--- config.mk ---
export PLATFORM = sky130hd
export DESIGN_NAME = fetch_unit
export DESIGN_NICKNAME = d
export VERILOG_FILES = /design/src/rtl/fetch_pkg.sv /design/src/rtl/fetch_unit.sv
export SDC_FILE = /design/constraint.sdc
export NUM_CORES = 1
export LEC_CHECK = 0
export CORE_ASPECT_RATIO = 0.75
export CORE_MARGIN = 3
export CORE_UTILIZATION = 40
export DETAILED_ROUTE_END_ITERATION = 8
export PLACE_DENSITY = 0.79
export RECOVER_POWER = 25
export SLEW_MARGIN = 25
export SYNTH_ARGS = -nofsm -noshare
export SYNTH_HDL_FRONTEND = slang
export SYNTH_SLANG_ARGS = --single-unit
export TNS_END_PERCENT = 10
--- constraint.sdc ---
create_clock -name clk -period 5.6 [get_ports clk]
set_clock_uncertainty 0.05 [all_clocks]
set_input_delay 0.56 -clock clk [delete_from_list [all_inputs] [get_ports clk]]
set_output_delay 0.56 -clock clk [all_outputs]
set_load 0.01 [all_outputs]
--- src/rtl/fetch_pkg.sv ---
// rtl/fetch_pkg.sv - shared types and defaults for the instruction-fetch sequencer
//
// Contents:
//   fetch_state_t  IDLE / ADDR / WAIT / VALID sequencer states
//   XLEN_DEF       default address/data width
//   INCR_DEF       default sequential PC increment in bytes
//   RESET_VEC_DEF  default reset value of instr_pc (PC register reset vector)
package fetch_pkg;

  typedef enum logic [1:0] {
    IDLE  = 2'd0,
    ADDR  = 2'd1,
    WAIT  = 2'd2,
    VALID = 2'd3
  } fetch_state_t;

  localparam int          XLEN_DEF      = 32;
  localparam int          INCR_DEF      = 4;
  localparam logic [31:0] RESET_VEC_DEF = 32'h0000_0020;

endpackage

--- src/rtl/fetch_unit.sv ---
// rtl/fetch_unit.sv - instruction-fetch sequencer between PC register and instruction memory
//
// Ports:
//   clk, rst                        clock, synchronous active-high reset
//   pc_in                           current PC from the PC register
//   PC_next, PCWrite                next PC and one-cycle load strobe to the PC register
//   fetch_en                        controller requests the next instruction
//   redirect, redirect_target       taken branch/jump pulse and its target
//   imem_req, imem_addr, imem_gnt   memory read request / address / accept
//   imem_rvalid, imem_rdata         memory read response
//   instr, instr_pc, instr_valid    captured instruction, its PC, valid until instr_ack
//   instr_ack                       controller consumed instr
//   misalign_err                    sticky misaligned-fetch flag
//   fetch_cnt                       delivered-instruction counter (wraps)
module fetch_unit
  import fetch_pkg::*;
#(
  parameter int              XLEN      = XLEN_DEF,
  parameter int              INCR      = INCR_DEF,
  parameter logic [XLEN-1:0] RESET_VEC = RESET_VEC_DEF,
  parameter int              CNT_W     = 32
) (
  input  logic             clk,
  input  logic             rst,
  input  logic [XLEN-1:0]  pc_in,
  output logic [XLEN-1:0]  PC_next,
  output logic             PCWrite,
  input  logic             fetch_en,
  input  logic             redirect,
  input  logic [XLEN-1:0]  redirect_target,
  output logic             imem_req,
  output logic [XLEN-1:0]  imem_addr,
  input  logic             imem_gnt,
  input  logic             imem_rvalid,
  input  logic [XLEN-1:0]  imem_rdata,
  output logic [XLEN-1:0]  instr,
  output logic [XLEN-1:0]  instr_pc,
  output logic             instr_valid,
  input  logic             instr_ack,
  output logic             misalign_err,
  output logic [CNT_W-1:0] fetch_cnt
);

  fetch_state_t     state_q, state_d;
  logic [XLEN-1:0]  pc_next_q, pc_next_d;
  logic             pc_write_q, pc_write_d;
  logic             imem_req_q, imem_req_d;
  logic [XLEN-1:0]  imem_addr_q, imem_addr_d;
  logic [XLEN-1:0]  instr_q, instr_d;
  logic [XLEN-1:0]  instr_pc_q, instr_pc_d;
  logic             instr_valid_q, instr_valid_d;
  logic             misalign_q, misalign_d;
  logic [CNT_W-1:0] cnt_q, cnt_d;
  logic             pend_v_q, pend_v_d;
  logic [XLEN-1:0]  pend_t_q, pend_t_d;

  // A redirect arriving this cycle overrides anything already pending (last wins).
  logic             redir_any;
  logic [XLEN-1:0]  redir_tgt;

  always_comb begin
    redir_any = redirect | pend_v_q;
    redir_tgt = redirect ? redirect_target : pend_t_q;
  end

  always_comb begin
    state_d       = state_q;
    pc_next_d     = pc_next_q;
    pc_write_d    = 1'b0;
    imem_req_d    = imem_req_q;
    imem_addr_d   = imem_addr_q;
    instr_d       = instr_q;
    instr_pc_d    = instr_pc_q;
    instr_valid_d = instr_valid_q;
    misalign_d    = misalign_q;
    cnt_d         = cnt_q;
    pend_v_d      = pend_v_q;
    pend_t_d      = pend_t_q;

    unique case (state_q)
      IDLE, VALID: begin
        if (redir_any) begin
          instr_valid_d = 1'b0;
          misalign_d    = 1'b0;
          state_d       = IDLE;
          if (pc_write_q) begin
            // PC load strobe is busy this cycle; park the target so PCWrite
            // never stays high for two consecutive cycles.
            pend_v_d = 1'b1;
            pend_t_d = redir_tgt;
          end else begin
            pc_write_d = 1'b1;
            pc_next_d  = redir_tgt;
            pend_v_d   = 1'b0;
          end
        end else if (state_q == VALID) begin
          if (instr_ack) begin
            instr_valid_d = 1'b0;
            misalign_d    = 1'b0;
            state_d       = IDLE;
          end
        end else begin
          if (instr_ack) begin
            misalign_d = 1'b0;
          end
          if (fetch_en) begin
            if (pc_in[1:0] == 2'b00) begin
              state_d     = ADDR;
              imem_req_d  = 1'b1;
              imem_addr_d = pc_in;
            end else begin
              misalign_d = 1'b1;
            end
          end
        end
      end

      ADDR, WAIT: begin
        if (redirect) begin
          pend_v_d = 1'b1;
          pend_t_d = redirect_target;
        end
        if (state_q == ADDR && imem_gnt) begin
          imem_req_d = 1'b0;
          state_d    = WAIT;
        end
        // rvalid only counts once the request has been granted (now or earlier).
        if ((state_q == WAIT || imem_gnt) && imem_rvalid) begin
          imem_req_d = 1'b0;
          pc_write_d = 1'b1;
          if (redir_any) begin
            pc_next_d = redir_tgt;
            pend_v_d  = 1'b0;
            state_d   = IDLE;
          end else begin
            instr_d       = imem_rdata;
            instr_pc_d    = pc_in;
            pc_next_d     = pc_in + XLEN'(INCR);
            instr_valid_d = 1'b1;
            cnt_d         = cnt_q + CNT_W'(1);
            state_d       = VALID;
          end
        end
      end
    endcase
  end

  always_ff @(posedge clk) begin
    if (rst) begin
      state_q       <= IDLE;
      pc_next_q     <= '0;
      pc_write_q    <= 1'b0;
      imem_req_q    <= 1'b0;
      imem_addr_q   <= '0;
      instr_q       <= '0;
      instr_pc_q    <= RESET_VEC;
      instr_valid_q <= 1'b0;
      misalign_q    <= 1'b0;
      cnt_q         <= '0;
      pend_v_q      <= 1'b0;
      pend_t_q      <= '0;
    end else begin
      state_q       <= state_d;
      pc_next_q     <= pc_next_d;
      pc_write_q    <= pc_write_d;
      imem_req_q    <= imem_req_d;
      imem_addr_q   <= imem_addr_d;
      instr_q       <= instr_d;
      instr_pc_q    <= instr_pc_d;
      instr_valid_q <= instr_valid_d;
      misalign_q    <= misalign_d;
      cnt_q         <= cnt_d;
      pend_v_q      <= pend_v_d;
      pend_t_q      <= pend_t_d;
    end
  end

  assign PC_next      = pc_next_q;
  assign PCWrite      = pc_write_q;
  assign imem_req     = imem_req_q;
  assign imem_addr    = imem_addr_q;
  assign instr        = instr_q;
  assign instr_pc     = instr_pc_q;
  assign instr_valid  = instr_valid_q;
  assign misalign_err = misalign_q;
  assign fetch_cnt    = cnt_q;

endmodule

Word level (Yosys, flattened, before mapping)

Cells that the tools add are included.

RAM bits: 0
Bits in latches: 0
Input bits: 103
Memories kept: 0
Logic and storage cells: 95
Bits in read-only memories: 0
Bits in registers: 199

Add/sub/neg operators: 2
Bitwise operators: 3
$mul: 0
Multiplexer cells: 46
Divide/modulo/power cells: 0
Order comparisons: 0
Equal/unequal tests: 18
Reductions and logical operators: 14
Shift operators: 0

Operators with widths:

| operator                                      | count |
|---|---|
| 2-to-1 mux 32 bit                             | 7 |
| case mux 32 bit (2 select lines)              | 2 |
| adder 32 x 1 -> 32 bit, second input constant | 1 |
| adder 32 x 3 -> 32 bit, second input constant | 1 |
| 2-to-1 mux 1 bit                              | 24 |
| inequality test 2 bit, second input constant  | 9 |
| 2-to-1 mux 2 bit                              | 8 |
| inequality test 4 bit, second input constant  | 3 |
| AND reduction 5 bit                           | 2 |
| inequality test 3 bit, second input constant  | 3 |
| case mux 1 bit (2 select lines)               | 4 |
| AND reduction 4 bit                           | 2 |
| AND reduction 3 bit                           | 2 |
| == test 2 bit, second input constant          | 2 |
| logical NOT 2 bit                             | 2 |
| case mux 2 bit (2 select lines)               | 1 |
| OR reduction 2 bit                            | 2 |
| == test 2 x 1 -> 1 bit, second input constant | 1 |
| logical AND 1 bit                             | 2 |
| NOT 1 bit                                     | 2 |
| AND reduction 2 bit                           | 1 |
| logical OR 1 bit                              | 1 |
| OR 1 bit                                      | 1 |

Depth between registers and ports, before layout

Gate-level depths: netlist of the first run.

Word-level depth: 6
Gate-level depth with buffers: 10

Worst setup path after synthesis of the first run

Ideal clock, no wire load.

Path kind: flip-flop to flip-flop
Start point: reg state_q[0]
End point: reg cnt_q[31], in the netlist fetch_cnt[31]
Stages on the path, launching flop included: 11
Required time: 5.480 ns
Slack: 2.484 ns
Buffers on the path: 3
Arrival time: 2.996 ns
Cells stage by stage: dfxtp_1 inv_1 ha_1 or3b_1 buf_2 or4_4 buf_6 or4_1 clkbuf_2 or4_1 a21oi_1

Longest elaborated chain between the ends: 4
Elaborated cells between the ends (all ways): 6

RTL lines:

| what                            | line                                | RTL |
|---|---|---|
| start, declared                 | fetch_unit.sv:44                    | `fetch_state_t state_q, state_d;` |
| start signal, assigned          | fetch_unit.sv:163                   | `state_q <= state_d;` |
| == test 2 bit                   | fetch_unit.sv:80, fetch_unit.sv:128 |  |
| logical OR 1 bit                | fetch_unit.sv:128                   | `if ((state_q == WAIT \|\| imem_gnt) && imem_rvalid) begin` |
| logical AND 1 bit               | fetch_unit.sv:128                   |  |
| AND reduction 3 bit (no line) * | --                                  |  |
| end signal, assigned            | fetch_unit.sv:172                   | `cnt_q <= cnt_d;` |
| end, declared                   | fetch_unit.sv:53                    | `logic [CNT_W-1:0] cnt_q, cnt_d;` |

Every way passes the cells marked *; elsewhere a longest branch is shown, timed or not.
A chain may end at the register's enable or synchronous reset.

Final worst setup path of the first run

Ends and elaborated chain as after synthesis.

==> metrics.md, run 1 <==
| Metric | Value |
|---|---|
| Top post-synthesis cells by area | `sky130_fd_sc_hd__dfxtp_1 47%, sky130_fd_sc_hd__nand2_1 14%, sky130_fd_sc_hd__a21oi_1 9.0%` |
| Reg2Reg Capture Point | `fetch_cnt[31]` |
| Clk root buf | `sky130_fd_sc_hd__clkbuf_16` |
| Effective utilization at floorplan | `41.4%` |
| Die area | `0.0231 sq mm` |
| Post-synthesis share of cell area spent on and, or, nand and nor gates | `26.2%` |
| Maximum operating frequency | `0.269 GHz` |
| Leakage power | `4.25 nW` |
| Cts-stage hold buffer count | `0` |
| Initial antenna violation count | `1` |
| Largest net degree at the start of global routing | `140` |
| Combined global-route utilization of all metal layers | `23.0%` |
| CP peak stage delay | `680 ps` |
| Cell mode on critical path | `sky130_fd_sc_hd__or4_1` |
| Sequential share of the synthesized area | `46.7%` |
| Crit share post-route | `66.4%` |
| Starting DRC count in detailed routing | `770` |
| Core Area | `0.0206 sq mm` |
| Startpoint of the worst register-to-register path | `state_q[0]` |
| Max transition margin | `31.0%` |
| H-Tree Depth | `4` |
| Total power per unit cell area | `368 mW/mm^2` |
| Clock sinks | `199` |
| Final core occ | `57.8%` |
| Worst EP required | `5900 ps` |
| Post-CTS Setup Inserts | `0` |
| Via count of the first global-routing pass | `7869` |
| Detail Placement HPWL | `19300 microns` |
| Pre-antenna DRT Iters | `5` |
| Die height | `133 microns` |
| Post-synth net total | `1225` |
| Number of instances in the synthesized netlist | `1116` |
| Post-synth top area share | `46.7%` |
| Clock-pin slew on the worst setup and hold paths | `70 ps` |
| Number of max-slew violations in the final report | `0` |
| Clk buf depth | `2` |
| Synthesized flop and latch total | `199` |
| Most common cell in the netlist | `sky130_fd_sc_hd__nand2_1` |
| Arrival time at the worst endpoint | `4020 ps` |
| Final TNS setup | `0 ps` |
| NumNets Final | `1437` |
| Path category of the worst min-delay check | `flip-flop to flip-flop` |
| Routed via count | `8586` |
| Worst path slowest cell | `sky130_fd_sc_hd__or4_1` |
| Startpoint kind of the worst setup timing path | `flip-flop` |
| Syn-to-layout area delta | `39.6%` |
| Number of maximum-capacitance constraint violations | `0` |
| Most instantiated flip-flop cell in the synthesis netlist | `sky130_fd_sc_hd__dfxtp_1` |
| Avg Cell Area, Syn | `7.65 sq um` |
| Largest area contributor in the netlist | `sky130_fd_sc_hd__dfxtp_1` |
| Main combinational cell family by area after synthesis | `simple AND/OR/NAND/NOR gates` |
| Hold violation count in the final report | `0` |
| Biggest fanout along the worst timing path | `14` |
| Routed vias/inst | `5.29` |
| Post-synth top cells | `329 x sky130_fd_sc_hd__nand2_1, 199 x sky130_fd_sc_hd__dfxtp_1, 153 x sky130_fd_sc_hd__a21oi_1` |
| Number of distinct standard cells referenced by the synthesized netlist | `48` |
| Later-pin clock latency in the skew report | `430 ps` |
| Aggregate global routing overflow | `0` |
| Multiplexer area fraction after synthesis | `0.616%` |
| Yosys warnings | `0` |
| Critical path class | `flip-flop to flip-flop` |
| Hold_sp | `instr[11]` |
| Hold Path Depth | `2` |
| Standard-cell rows | `45` |
| Global placement routability congestion | `0.857` |
| DR DRC count | `0` |
| Number of cells on the worst reg-to-reg path | `7` |
| Final count of negative-setup-slack endpoints | `0` |
| CTS Buf Count | `17` |
| Post-route antenna net violation count | `0` |
| Synth Area in Compound Gates | `16.3%` |
| Peak ir drop on the vdd network | `0.312 mV` |
| Aggregate routed wire length | `27500 microns` |
| Status | `completed` |
| Width of the die | `175 microns` |
| Count of flip-flops with a built-in enable after synthesis | `0` |
| RSZ-0062 raised after global routing | `no` |
| Setup slack of the most critical reg-to-reg path | `1880 ps` |
| Synth Area in XOR/XNOR | `4.93%` |
| Adder-cell share of the synthesized area | `0.880%` |
| Synth async-reset ratio | `0%` |
| Final critical delay including setup and external delays | `3720 ps` |
| Global-route wire length before repair | `43200 microns` |
| WHS Endpoint | `instr[11]` |
| Cell area after synthesis | `0.00853 sq mm` |
| Post-cts gate resize count | `0` |
| Port Buf Inserts | `266` |
| Worst setup EP type | `flip-flop` |
| TritonCTS clock tree | `done` |
| DR WL/cell | `17.0 microns` |
| Proportion of layout cells with a drive suffix above 1 | `4.25%` |
| IO Count | `267` |
| Worst-margin pin slew | `1030 ps` |
| Critical Path, Cell by Cell | `inv_1, ha_1, or3b_1, or4_4, or4_1, or4_1, a21oi_1` |
## worst max-delay path by stage
stage                          start       endpoint  slack [ps]  depth (start not counted)
after global routing      state_q[0]  fetch_cnt[31]        1770                          7
final                     state_q[0]  fetch_cnt[31]        1880                          7
after floorplan           state_q[0]  fetch_cnt[31]        2480                         10
after global placement    state_q[0]  fetch_cnt[31]        2060                          7
after CTS                 state_q[0]  fetch_cnt[31]        1940                          7
after detailed placement  state_q[0]  fetch_cnt[31]        1960                          7
## layout make-up
type | count | area [sq um]
fillers | 1883 | 8690
multi-input cells | 820 | 4200
flip-flops and latches | 199 | 3980
repair buffers | 278 | 2770
clock buffers | 18 | 439
well taps | 282 | 353
clock inverters | 13 | 119
inverters | 12 | 45.0
diodes | 1 | 2.50
## cells in the final DEF, fill, tap and decap left out, types with 4 or more instances in the layout
cell type                         netlist  routed
sky130_fd_sc_hd__a211oi_1              10      10
sky130_fd_sc_hd__a21oi_1              153     152
sky130_fd_sc_hd__a221oi_1               5       5
sky130_fd_sc_hd__and3_1                 7       7
sky130_fd_sc_hd__buf_4                  0      11
sky130_fd_sc_hd__clkbuf_16              0      17
sky130_fd_sc_hd__clkdlybuf4s50_1        0     177
sky130_fd_sc_hd__clkinv_4               0       4
sky130_fd_sc_hd__dfxtp_1              199     199
sky130_fd_sc_hd__dlygate4sd3_1          0      87
sky130_fd_sc_hd__ha_1                   6       6
sky130_fd_sc_hd__inv_1                 12      12
sky130_fd_sc_hd__nand2_1              329     329
sky130_fd_sc_hd__nand2b_1              13      12
sky130_fd_sc_hd__nand3_1               14      14
sky130_fd_sc_hd__nand4_1               18      18
sky130_fd_sc_hd__nor2_1                59      58
sky130_fd_sc_hd__nor3_1                21      21
sky130_fd_sc_hd__nor4_1                14      14
sky130_fd_sc_hd__o211ai_1              18      18
sky130_fd_sc_hd__o21ai_0               32      32
sky130_fd_sc_hd__o22ai_1               11      11
sky130_fd_sc_hd__o311ai_0               7       7
sky130_fd_sc_hd__or3_1                 11      11
sky130_fd_sc_hd__xnor2_1               30      30
sky130_fd_sc_hd__xor2_1                18      18
## per-stage QoR
stage	cell area (sq um)	hold slack, ps	setup slack, ps	total power, W	cells
after detailed placement	11300	396	1960	0.00326	1590
after global routing	11900	419	1770	0.00464	1623
after floorplan	8530	383	2480	0.00258	1116
after global placement	11300	390	2060	0.00322	1590
after CTS	11900	406	1940	0.00444	1621
final	11900	401	1880	0.00438	1623
## cell families (layout without fill, tap and decap cells)
family | count (synthesis) | after routing
xor gates and xnor gates | 48 | 48
adders and majority gates | 6 | 6
muxes | 5 | 5
buffers and inverters | 97 | 321
AOI/OAI and AO/OA | 247 | 247
and+or+nand+nor | 514 | 514
other | 0 | 1
DFF | 199 | 199
## state kept, by name (all words and copies together), names as in the netlist
name	cells
PC_next	32
fetch_cnt	32
imem_addr	32
instr	32
instr_pc	32
pend_t_q	32
state_q	2
PCWrite	1
imem_req	1
instr_valid	1
misalign_err	1
pend_v_q	1
## critical path: cells and delay by family (launching register included)
kind / cells / cell delay, ps
AND/OR/NAND/NOR: 4 / 2430
buffers and inverters: 1 / 90
adder cells (fa/ha/maj): 1 / 540
AO/OA/AOI/OAI: 1 / 150
flip-flops: 1 / 370
## power breakdown
| part | total, W | internal, W | leakage [nW] | switching [W] |
|---|---|---|---|---|
| logic | 0.00148 | 0.000594 | 2.37 | 0.000885 |
| clock network | 0.00118 | 0.000593 | 0.266 | 0.000585 |
| registers | 0.00173 | 0.00162 | 1.62 | 0.000111 |
## per-layer routing
layer	vias up	track usage, %	wire length (microns)	share of wire, %
li1	4193	-	-	-
met1	4049	32.2	12500	45
met2	317	36.3	12500	45
met3	27	5.57	2170	7.9
met4	0	4.69	357	1.3
met5	-	0	0	0
No activity file was read; power rests on OpenSTA's default activity.
==> run 2: changes to the inputs <==
--- a/config.mk
+++ b/config.mk
@@ -9,7 +9,7 @@
 export CORE_MARGIN = 3
 export CORE_UTILIZATION = 40
 export DETAILED_ROUTE_END_ITERATION = 8
-export PLACE_DENSITY = 0.79
+export PLACE_DENSITY = 0.82
 export RECOVER_POWER = 25
 export SLEW_MARGIN = 25
 export SYNTH_ARGS = -nofsm -noshare
==> constraint.sdc (replaced) <==
create_clock -name clk -period 3.2 [get_ports clk]
set_clock_uncertainty 0.05 [all_clocks]
set_input_delay 0.32 -clock clk [delete_from_list [all_inputs] [get_ports clk]]
set_output_delay 0.32 -clock clk [all_outputs]
set_load 0.01 [all_outputs]
==> metrics.md, run 2 (synthesized netlist as in run 1, its figures left out) <==
| Metric | Value |
|---|---|
| Detail Placement HPWL | `20100 microns` |
| Aggregate global routing overflow | `0` |
| Reg2Reg Capture Point | `fetch_cnt[31]` |
| Width of the die | `175 microns` |
| Final TNS setup | `0 ps` |
| Clock-pin slew on the worst setup and hold paths | `70 ps` |
| Worst setup slack before clock tree synthesis | `154 ps` |
| Clk buf depth | `2` |
| Leakage power | `4.34 nW` |
| Final core occ | `58.4%` |
| Largest net degree at the start of global routing | `83` |
| Number of max-slew violations in the final report | `0` |
| Path category of the worst min-delay check | `input port to flip-flop` |
| Slack of the critical path | `212 ps` |
| Startpoint kind of the worst setup timing path | `flip-flop` |
| Maximum operating frequency | `0.335 GHz` |
| Arrival time at the worst endpoint | `3300 ps` |
| Global-route wire length before repair | `44400 microns` |
| Die height | `133 microns` |
| CTS Buf Count | `17` |
| Hold Worst Slack | `278 ps` |
| Proportion of layout cells with a drive suffix above 1 | `5.03%` |
| Highest-count cells in the layout ignoring fill and taps | `329 x sky130_fd_sc_hd__nand2_1, 199 x sky130_fd_sc_hd__dfxtp_1, 175 x sky130_fd_sc_hd__clkdlybuf4s50_1` |
| Routed vias/inst | `5.30` |
| Worst-margin pin slew | `713 ps` |
| Clock sinks | `199` |
| Pre-antenna DRT Iters | `5` |
| DR DRC count | `0` |
| Hold violation count in the final report | `0` |
| Routed via count | `8677` |
| Number of filler cells placed in the layout | `1845` |
| Biggest fanout along the worst timing path | `8` |
| Post-route antenna net violation count | `0` |
| Final critical delay including setup and external delays | `2990 ps` |
| Crit share post-route | `93.4%` |
| Core Area | `0.0206 sq mm` |
| Worst EP required | `3510 ps` |
| Hold_sp | `rst` |
| Clk root buf | `sky130_fd_sc_hd__clkbuf_16` |
| Cts-stage hold buffer count | `0` |
| H-Tree Depth | `4` |
| IO Count | `267` |
| Setup slack of the most critical reg-to-reg path | `210 ps` |
| Number of cells on the worst reg-to-reg path | `7` |
| Later-pin clock latency in the skew report | `430 ps` |
| DR WL/cell | `17.1 microns` |
| Combined global-route utilization of all metal layers | `23.5%` |
| Status | `completed` |
| Number of maximum-capacitance constraint violations | `0` |
| TritonCTS clock tree | `done` |
| Port Buf Inserts | `266` |
| NumNets Final | `1447` |
| Startpoint of the worst register-to-register path | `state_q[0]` |
| Die area | `0.0231 sq mm` |
| Final count of negative-setup-slack endpoints | `0` |
| Syn-to-layout area delta | `41.0%` |
| Critical path class | `flip-flop to flip-flop` |
| Peak ir drop on the vdd network | `0.377 mV` |
| Most common cell after layout, fill and taps aside | `sky130_fd_sc_hd__nand2_1` |
| Initial antenna violation count | `3` |
| WHS Endpoint | `fetch_cnt[19]` |
| Global placement routability congestion | `0.835` |
| Total power per unit cell area | `658 mW/mm^2` |
| Worst setup EP type | `flip-flop` |
| Hold Path Depth | `2` |
| Max transition margin | `52.5%` |
| Via count of the first global-routing pass | `8108` |
| Starting DRC count in detailed routing | `715` |
| Aggregate routed wire length | `28000 microns` |
| Standard-cell rows | `45` |
| Effective utilization at floorplan | `41.4%` |
| RSZ-0062 raised after global routing | `no` |
==> run 2: per-stage QoR <==
step,power (W),std cells,cell area (sq um)
detailed placement,0.00581,1601,11400
CTS,0.00803,1633,12000
floorplan,0.00452,1116,8530
finish,0.00792,1636,12000
global route,0.00837,1636,12000
global placement,0.00573,1601,11400
==> run 2: worst max-delay path: stages (launching register included) <==
cell and delay, ps:
sky130_fd_sc_hd__dfxtp_1 380, sky130_fd_sc_hd__inv_1 90, sky130_fd_sc_hd__ha_1 290, sky130_fd_sc_hd__or3b_1 370, sky130_fd_sc_hd__or4_4 560, sky130_fd_sc_hd__or4_4 610
sky130_fd_sc_hd__or4_1 410, sky130_fd_sc_hd__a21oi_1 150
==> run 2: power breakdown <==
group          leakage [nW]  switching (W)  internal [W]  total (W)
registers              1.62       0.000203       0.00283    0.00303
logic                  2.43        0.00158       0.00109    0.00267
clock network         0.303        0.00103       0.00119    0.00222
total                  4.34        0.00282       0.00510    0.00792
==> run 2: layer usage <==
layer	wire, microns	vias up	GRT usage, %
li1	-	4210	-
met1	12500	4138	31.5
met2	13000	297	37.4
met3	2140	32	6.11
met4	404	0	6.86
met5	0	-	0
==> run 2: repair_timing <==
item / in CTS / in global routing
setup endpoints to repair: 0 / 1
buffers inserted: 0 / 0
gates resized for setup: 0 / 1
==> run 2: final cells by class <==
class	count	area (sq um)	area share, %
diodes	3	7.51	0.0624
clock buffers	21	480	3.99
clock inverters	11	133	1.10
inverters	12	45.0	0.374
multi-input cells	820	4200	34.9
flip-flops and latches	199	3980	33.1
well taps	282	353	2.93
repair buffers	288	2830	23.5
==> run 2: worst max path at each step <==
| stage | from | end | slack (ps) | cells past startpoint |
|---|---|---|---|---|
| after floorplan | state_q[0] | fetch_cnt[31] | 80 | 10 |
| after global placement | state_q[0] | fetch_cnt[31] | 220 | 7 |
| after detailed placement | state_q[0] | fetch_cnt[31] | 150 | 7 |
| after CTS | state_q[0] | fetch_cnt[31] | 140 | 7 |
| after global routing | state_q[0] | fetch_cnt[31] | 100 | 7 |
| final | state_q[0] | fetch_cnt[31] | 210 | 7 |
==> run 3: changes to the inputs <==
--- a/config.mk
+++ b/config.mk
@@ -9,7 +9,7 @@
 export CORE_MARGIN = 3
 export CORE_UTILIZATION = 40
 export DETAILED_ROUTE_END_ITERATION = 8
-export PLACE_DENSITY = 0.82
+export PLACE_DENSITY = 0.79
 export RECOVER_POWER = 25
 export SLEW_MARGIN = 25
 export SYNTH_ARGS = -nofsm -noshare
==> constraint.sdc (replaced) <==
create_clock -name clk -period 2.9 [get_ports clk]
set_clock_uncertainty 0.05 [all_clocks]
set_input_delay 0.29 -clock clk [delete_from_list [all_inputs] [get_ports clk]]
set_output_delay 0.29 -clock clk [all_outputs]
set_load 0.01 [all_outputs]
==> metrics.md, run 3 (synthesized netlist as in run 1, its figures left out) <==
| Metric | Value |
|---|---|
| RSZ-0062 raised after global routing | `no` |
| Leakage power | `4.39 nW` |
| Arrival time at the worst endpoint | `3090 ps` |
| Area post-placement | `0.0116 sq mm` |
| Syn-to-layout area delta | `42.2%` |
| Post-CTS Setup Inserts | `0` |
| Sw power | `0.00304 W` |
| Worst EP required | `3200 ps` |
| Cts-stage hold buffer count | `0` |
| Worst-margin pin slew | `735 ps` |
| Clock network fraction of design power | `27.0%` |
| Finished Layout Cells | `1650` |
| Hold Worst Slack | `196 ps` |
| Comb power frac | `34.4%` |
| Maximum operating frequency | `0.358 GHz` |
| Number of maximum-capacitance constraint violations | `0` |
| Clk buf depth | `2` |
| Max transition margin | `51.0%` |
| Final count of negative-setup-slack endpoints | `0` |
| Clock sinks | `199` |
| IO Count | `267` |
| Worst setup EP type | `flip-flop` |
| Worst setup slack before clock tree synthesis | `17.4 ps` |
| Effective utilization at floorplan | `41.4%` |
| Hold Path Depth | `2` |
| Routed via count | `8648` |
| Die height | `133 microns` |
| Proportion of layout cells with a drive suffix above 1 | `6.37%` |
| Highest-count cells in the layout ignoring fill and taps | `329 x sky130_fd_sc_hd__nand2_1, 197 x sky130_fd_sc_hd__dfxtp_1, 175 x sky130_fd_sc_hd__clkdlybuf4s50_1` |
| Number of cells on the worst reg-to-reg path | `7` |
| Peak ir drop on the vdd network | `0.460 mV` |
| Routed vias/inst | `5.24` |
| Hold violation count in the final report | `0` |
| Via count of the first global-routing pass | `7995` |
| Startpoint kind of the worst setup timing path | `flip-flop` |
| Internal power | `0.00562 W` |
| Crit share post-route | `96.2%` |
| Final critical delay including setup and external delays | `2790 ps` |
| Port Buf Inserts | `266` |
| Width of the die | `175 microns` |
| Detail Placement HPWL | `20100 microns` |
| Global placement routability congestion | `0.875` |
| CTS Buf Count | `17` |
| Post-route antenna net violation count | `0` |
| TritonCTS clock tree | `done` |
| Biggest fanout along the worst timing path | `7` |
| DR WL/cell | `16.9 microns` |
| Starting DRC count in detailed routing | `822` |
| Initial antenna violation count | `2` |
| Number of max-slew violations in the final report | `0` |
| Die area | `0.0231 sq mm` |
| Aggregate global routing overflow | `0` |
| DR DRC count | `0` |
| Final TNS setup | `0 ps` |
| Path category of the worst min-delay check | `input port to flip-flop` |
| H-Tree Depth | `4` |
| NumNets Final | `1462` |
| Most common cell after layout, fill and taps aside | `sky130_fd_sc_hd__nand2_1` |
| Standard-cell rows | `45` |
| Number of cells after detailed placement | `1616` |
| Setup slack of the most critical reg-to-reg path | `110 ps` |
| Post-cts gate resize count | `0` |
| Share of total power in sequential cells | `38.6%` |
| Slack of the critical path | `109 ps` |
| Status | `completed` |
| Pre-antenna DRT Iters | `5` |
| Aggregate routed wire length | `27900 microns` |
| Clock-pin slew on the worst setup and hold paths | `80 ps` |
| Total power per unit cell area | `713 mW/mm^2` |
| Global-route wire length before repair | `43600 microns` |
| Later-pin clock latency in the skew report | `430 ps` |
| Largest net degree at the start of global routing | `152` |
| Combined global-route utilization of all metal layers | `23.1%` |
| Sw Ratio | `35.1%` |
| Core Area | `0.0206 sq mm` |
| Critical path class | `flip-flop to flip-flop` |
| Final design instance area without fill | `0.0121 sq mm` |
| Clk root buf | `sky130_fd_sc_hd__clkbuf_16` |
-- run 3: power by group through the flow --
stage | Clock [W] | Sequential [W] | Combinational, W
after floorplan | 0 | 0.00348 | 0.00153
after global placement | 0 | 0.00339 | 0.00298
after detailed placement | 0 | 0.00341 | 0.00302
after CTS | 0.00237 | 0.00335 | 0.00304
after global routing | 0.00249 | 0.00339 | 0.00328
final | 0.00233 | 0.00334 | 0.00298
-- run 3: layout make-up --
class | count | area [sq um]
inverters | 12 | 45.0
clock inverters | 11 | 113
fillers | 1871 | 8470
multi-input cells | 820 | 4220
well taps | 282 | 353
repair buffers | 303 | 2960
diodes | 2 | 5.00
clock buffers | 21 | 460
flip-flops and latches | 199 | 3990
-- run 3: stage by stage --
step / power, W / util, %
final: 0.00866 / 58.9
after global routing: 0.00916 / 58.9
after CTS: 0.00876 / 58.9
after global placement: 0.00637 / 56.1
after detailed placement: 0.00643 / 56.1
after floorplan: 0.00502 / -
-- run 3: worst max-delay path: stages, from the launching register on --
cell	delay (ps)
sky130_fd_sc_hd__dfxtp_2	360
sky130_fd_sc_hd__inv_2	60
sky130_fd_sc_hd__ha_4	260
sky130_fd_sc_hd__or3b_1	370
sky130_fd_sc_hd__or4_4	490
sky130_fd_sc_hd__or4_4	590
sky130_fd_sc_hd__or4_1	420
sky130_fd_sc_hd__a21oi_1	120
-- run 3: metal layers --
metal	wire [microns]	track usage (%)
met2	12500	35.6
met1	12700	32.2
met5	0	0
met3	2230	6.66
met4	415	5.49
-- run 3: path summary, 6_finish.rpt --
kind	end	startpoint
setup reg to reg	fetch_cnt[31]	state_q[0]
setup / recovery	fetch_cnt[31]	state_q[0]
hold reg to reg	instr_pc[23]	instr_pc[23]
hold / removal	fetch_cnt[10]	rst
